## src/rtl/serial_deserializer.sv

```systemverilog
// serial_deserializer: LSB-first bit-serial to parallel receiver.
// Checks frame length against ser_last; one staging slot absorbs back-pressure.
module serial_deserializer #(
    parameter int WIDTH = 8
) (
    input  logic             clk,
    input  logic             rst,
    input  logic             ser_valid,
    input  logic             ser_bit,
    input  logic             ser_last,
    output logic             ser_ready,
    output logic [WIDTH-1:0] par_data,
    output logic             par_valid,
    input  logic             par_ready,
    output logic             frame_err
);

    localparam int CW = $clog2(WIDTH);
    localparam logic [CW-1:0] LAST_IDX = CW'(WIDTH - 1);

    localparam logic [1:0] RECV   = 2'd0;
    localparam logic [1:0] HOLD   = 2'd1;
    localparam logic [1:0] RESYNC = 2'd2;

    logic [1:0]       state;
    logic [CW-1:0]    cnt;
    logic [WIDTH-2:0] shreg;
    logic [WIDTH-1:0] stage;
    logic [WIDTH-1:0] word;
    logic             beat;
    logic             drain;
    logic             at_end;

    assign ser_ready = !rst && (state != HOLD);
    assign beat      = ser_valid && ser_ready;
    assign drain     = par_valid && par_ready;
    assign at_end    = (cnt == LAST_IDX);
    assign word      = {ser_bit, shreg};

    // Capture each received bit at its position; the top bit goes straight to the word.
    always_ff @(posedge clk or posedge rst) begin
        if (rst) begin
            shreg <= '0;
        end else if (beat && state == RECV && !at_end) begin
            for (int i = 0; i < WIDTH - 1; i++) begin
                if (cnt == CW'(i)) begin
                    shreg[i] <= ser_bit;
                end
            end
        end
    end

    // Frame sequencing, output register, staging slot and error pulse.
    always_ff @(posedge clk or posedge rst) begin
        if (rst) begin
            state     <= RECV;
            cnt       <= '0;
            stage     <= '0;
            par_data  <= '0;
            par_valid <= 1'b0;
            frame_err <= 1'b0;
        end else begin
            frame_err <= 1'b0;
            if (drain) begin
                par_valid <= 1'b0;
            end
            case (state)
                RECV: begin
                    if (beat) begin
                        if (at_end && ser_last) begin
                            cnt <= '0;
                            if (!par_valid || par_ready) begin
                                par_data  <= word;
                                par_valid <= 1'b1;
                            end else begin
                                stage <= word;
                                state <= HOLD;
                            end
                        end else if (ser_last) begin
                            frame_err <= 1'b1;
                            cnt       <= '0;
                        end else if (at_end) begin
                            frame_err <= 1'b1;
                            cnt       <= '0;
                            state     <= RESYNC;
                        end else begin
                            cnt <= cnt + CW'(1);
                        end
                    end
                end
                HOLD: begin
                    if (drain) begin
                        par_data  <= stage;
                        par_valid <= 1'b1;
                        state     <= RECV;
                    end
                end
                RESYNC: begin
                    if (beat && ser_last) begin
                        cnt   <= '0;
                        state <= RECV;
                    end
                end
                default: begin
                    cnt   <= '0;
                    state <= RECV;
                end
            endcase
        end
    end

endmodule
```

## config.mk

```make
export PLATFORM = sky130hd
export DESIGN_NAME = serial_deserializer
export DESIGN_NICKNAME = d
export VERILOG_FILES = /design/src/rtl/serial_deserializer.sv
export SDC_FILE = /design/constraint.sdc
export NUM_CORES = 1
export LEC_CHECK = 0
export ABC_AREA = 1
export CAP_MARGIN = 20
export CORE_ASPECT_RATIO = 0.9
export CORE_MARGIN = 3
export CORE_UTILIZATION = 60
export CTS_CLUSTER_DIAMETER = 80
export CTS_CLUSTER_SIZE = 20
export DETAILED_ROUTE_END_ITERATION = 7
export GPL_ROUTABILITY_DRIVEN = 0
export PLACE_DENSITY = 0.84
export SETUP_SLACK_MARGIN = 0.05
export SLEW_MARGIN = 10
export SYNTH_ARGS = -nofsm -noshare
export SYNTH_HDL_FRONTEND = slang
export SYNTH_SLANG_ARGS = --single-unit
```

## constraint.sdc

```tcl
create_clock -name clk -period 3.5 [get_ports clk]
set_clock_uncertainty 0.05 [all_clocks]
set_input_delay 0.7 -clock clk [delete_from_list [all_inputs] [get_ports clk]]
set_output_delay 0.7 -clock clk [all_outputs]
set_load 0.05 [all_outputs]
```

# Word level (Yosys, flattened, before mapping)
# Cells that the tools add are included.
# classes
eq_ne	18
add_sub_neg	1
reduce_logical	25
bitwise_logic	2
n_mux	30
# op_table
cell	n
8-bit two-way mux	4
8-bit one-hot mux with 2 select lines	1
3-bit two-way mux	5
2-bit two-way mux	7
2-bit AND reduction	7
3-bit equality test, second input constant	4
1-bit two-way mux	10
3-bit one-hot mux with 3 select lines	1
1-bit logical AND	7
3-bit by 2-bit equality test with 1-bit output, second input constant	2
2-bit by 1-bit != test with 1-bit output, second input constant	3
2-bit != test, second input constant	3
3-bit by 2-bit != test with 1-bit output, second input constant	2
2-bit one-hot mux with 3 select lines	1
6-bit AND reduction	1
5-bit AND reduction	1
4-bit AND reduction	1
3-bit by 1-bit adder with 3-bit output, second input constant	1
3-bit by 1-bit equality test with 1-bit output, second input constant	1
1-bit zero test	3
3-bit zero test	1
3-bit != test, second input constant	1
3-bit AND reduction	1
2-bit by 1-bit equality test with 1-bit output, second input constant	1
other kinds (6)	7
# word_totals
out_inout_bits	11
elab_cells	89
regBits	30
inputBits	6

# Longest topological paths before layout
# depth
word_depth	6
depth_mapped	9
ltp_nobuf	9

# Worst setup path after synthesis
# OpenSTA, ideal clock, no wires.
# synth_timing
kind	in2reg
startpoint	input rst
endpoint	register stage[0]
n_path_buf	1
required_time_ps	3333
arrival_time_ps	2148
cell_stages	7
path_slack_ps	1184
setup_time_ps	117
path_cell_list	inv_1 > nand4_4 > nor2_4 > nand2_2 > buf_6 > nand2_1 > o21ai_2
# synth_via
elab_chain_len	4
# synth_rtl
element	line_no	text
start: declaration	7	input logic rst,
1-bit zero test (no line)	-	
1-bit logical AND	34	assign ser_ready = !rst && (state != HOLD);
1-bit logical AND	35	assign beat = ser_valid && ser_ready;
4-bit AND reduction (no line)	-	
end signal: assignment	76	stage <= word;
end: declaration	28	logic [WIDTH-1:0] stage;
# Every way passes these cells.
# A chain may end at the register's enable or synchronous reset.

# Final worst setup path
# layout_timing
startpoint	input rst
endpoint	output ser_ready
# layout_via
elab_chain_len	2
# layout_rtl
element	line_no	text
1-bit zero test (no line)	-	
1-bit logical AND	34	
end: declaration	11	output logic ser_ready,
# Every way passes these cells.

==> run_results.csv <==
group,metric,value,unit
synth,ys_warn_count,0,
timing,setup-tns-final,0,ns
setup_path,worstPathRequired,2.75,ns
routing,viasPerCell,5.40,
job,cap_violations,0,
timing,hold_viol,0,
timing,slew_viol_final,0,
global_routing,grt_max_degree,20,
setup_path,crit_type,"input port to output port",
synth,synth.distinct_cells,21,
global_routing,gr-total-overflow,0,
global_routing,grt_pass1_vias,1241,
clock_network,clkSinkCount,30,
floorplan,die_w,61.5,µm
floorplan,row_count,17,
synth,syn_avg_cell_area,8.26,µm²
floorplan,coreArea,2550,µm²
place,place_hpwl,2.38,mm
routing,dr.pass1.iters,4,
final_layout,ff_latch_area,751,µm²
floorplan,dieArea,3440,µm²
synth,yosys.area_share.adder,5.28,%
synth,syn-instance-count,201,
synth,yosys.area_share.simple,35.3,%
final_layout,multi_input_area,790,µm²
floorplan,initial_utilization,65.0,%
synth,synth_compound_area_share,7.01,%
clock_network,cts_buffer_depth,2,
routing,wl_per_cell,12.8,µm
synth,synth-edff-count,0,
setup_path,critPathLaunch,"rst",
global_routing,grtUsageTotal,21.3,%
final_layout,final_util,74.6,%
final_layout,fillers,193,
synth,synth_common_cells,"nand2_1 (70), dfrtp_1 (30), inv_1 (18)",
clock_network,cts_hold_buf,0,
synth,async_flop_share,100,%
hold_path,min_from,"par_data[2]",
synth,syn_area,1660,µm²
floorplan,die_h,55.9,µm
synth,seq_area_frac_synth,45.2,%
global_routing,grt_use_met1,28.7,%
setup_path,worstPathArrival,2.03,ns
power,powerDensity,417,nW/µm²
global_routing,grt_use_met3,7.19,%
synth,synth_xor_area_share,0,%
clock_network,postCtsSetupRepairBufs,0,
synth,syn_nets,214,
timing,period_minus_slack,2.78,ns
global_routing,use_met2,31.0,%
final_layout,nNetsFinal,234,
timing,rsz0062_at_grt,"false",
routing,wirelength,3.20,mm
routing,drc,0,
synth,synth_seq_cells,30,
place,portBuffers,16,
routing,antenna_left,0,
final_layout,syn_to_final_growth,14.7,%
global_routing,grt.busiest_layer,"met2",
clock_network,ctsResizeCount,0,
clock_network,clkTransAtPathRegs,0.09,ns
timing,fin_crit_sh,79.5,%
synth,synthMuxAreaShare,0,%
setup_path,critPathMaxFanout,2,
timing,final-setup-viol-count,0,
setup_path,crit_path_start_kind,"input port",
synth,synth_top_area_cell,"dfrtp_1",
synth,synth_area_leaders,"dfrtp_1 (45%), nand2_1 (16%), ha_1 (5.3%), nand3_1 (5.1%), inv_1 (4.1%)",
synth,synth_top_family_by_area,"simple AND/OR/NAND/NOR gates",
routing,drt_iter0_markers,55,
clock_network,clock_latency,0.34,ns
clock_network,numCtsBuffers,5,
final_layout,drive_above_1_share,14.4,%
hold_path,hold_path_class,"flop to flop",
timing,timing.fmax,359,MHz
global_routing,antenna_found_initial,0,
clock_network,cts_tree,"done",
final_layout,diodes,0,
status,status,"completed",
synth,synth.most_common_cell,"nand2_1",
synth,synth_flop_cell,"dfrtp_1",
setup_path,cp-end-kind,"output port",
clock_network,htreeDepth,2,
timing,worst_pin_slew,0.511,ns
synth,netlist.area_leader.share,45.2,%
setup_path,reg2reg_from,"cnt[0]",
clock_network,clockRootBuffer,"clkbuf_4",
power,p_leak,0.972,nW
floorplan,num_io_pins,17,
global_routing,grt_pass1_wl,5.44,mm
routing,num_vias,1350,
power,ir_drop,0.216,mV
timing,relSlewSlack,65.9,%
-- stage by stage --
stage,instance area (µm²),std cells,hold WS (ns),power (mW),setup WS (ns)
2_1_floorplan,1660,201,0.392,0.503,1.18
3_3_place_gp,1830,242,0.402,0.537,0.725
3_5_place_dp,1830,242,0.407,0.544,0.718
4_1_cts,1900,250,0.429,0.802,0.712
5_1_grt,1900,250,0.457,0.844,0.594
6_report,1900,250,0.426,0.794,0.717
-- power breakdown --
part / total [mW] / leakage, nW / switching [mW] / internal (mW)
Sequential: 0.402 / 0.411 / 0.0238 / 0.378
Combinational: 0.136 / 0.517 / 0.0888 / 0.0469
Clock: 0.257 / 0.0446 / 0.120 / 0.137
-- logic make-up after synthesis --
family | after synthesis
and+or+nand+nor | 121
DFF | 30
buffers and inverters | 25
AOI/OAI and AO/OA | 18
adders and majority gates | 7
-- worst max-delay path, cell delays in order --
cell             delay, ns
clkdlybuf4s50_1       0.42
nor2_1                0.11
clkdlybuf4s50_1       0.81
-- sequential cells by signal, indices dropped and copies added, names as in the netlist --
signal and count:
par_data 8, cnt 3, frame_err 1, stage 8
state 2, shreg 7, par_valid 1
-- area by class of cell --
class,count,share of cell area [%]
timing repair buffer,18,9.20
multi-input combinational,146,41.5
inverter,20,3.94
clock buffer,8,4.14
tap,28,1.84
sequential,30,39.4
-- path summary, 6_finish.rpt --
check / cells past startpoint / slack [ns] / to
worst max-delay path: 3 / 0.72 / ser_ready
worst min-delay path: 2 / 0.43 / par_data[2]
worst max register to register: 9 / 1.64 / par_data[7]
worst min register to register: 2 / 0.43 / par_data[2]
max in group asynchronous: 3 / 2.23 / stage[0]
min in group asynchronous: 2 / 0.60 / stage[7]
-- layer usage --
| layer | up-vias | routed length (µm) |
|---|---|---|
| met4 | 0 | 86 |
| met1 | 613 | 1510 |
| met2 | 32 | 1450 |
| li1 | 695 | - |
| met5 | - | 0 |
| met3 | 10 | 151 |
-- cells in the final DEF (no fill, tap or decap) --
cell type and n:
nand2_4 3, nand4_1 10, nand4_4 1, clkbuf_4 5, inv_2 2, dfrtp_1 30
o21ai_2 7, a21oi_1 1, nor2_2 2, nand3_2 1, o21ai_0 10, buf_4 2
nor2_4 3, clkbuf_8 3, nand3_1 17, ha_1 7, nor2_1 8, nor3_1 3
clkdlybuf4s50_1 16, nand2_1 70, nand2_2 3, inv_1 18
Power figures use the tool's default switching activity.
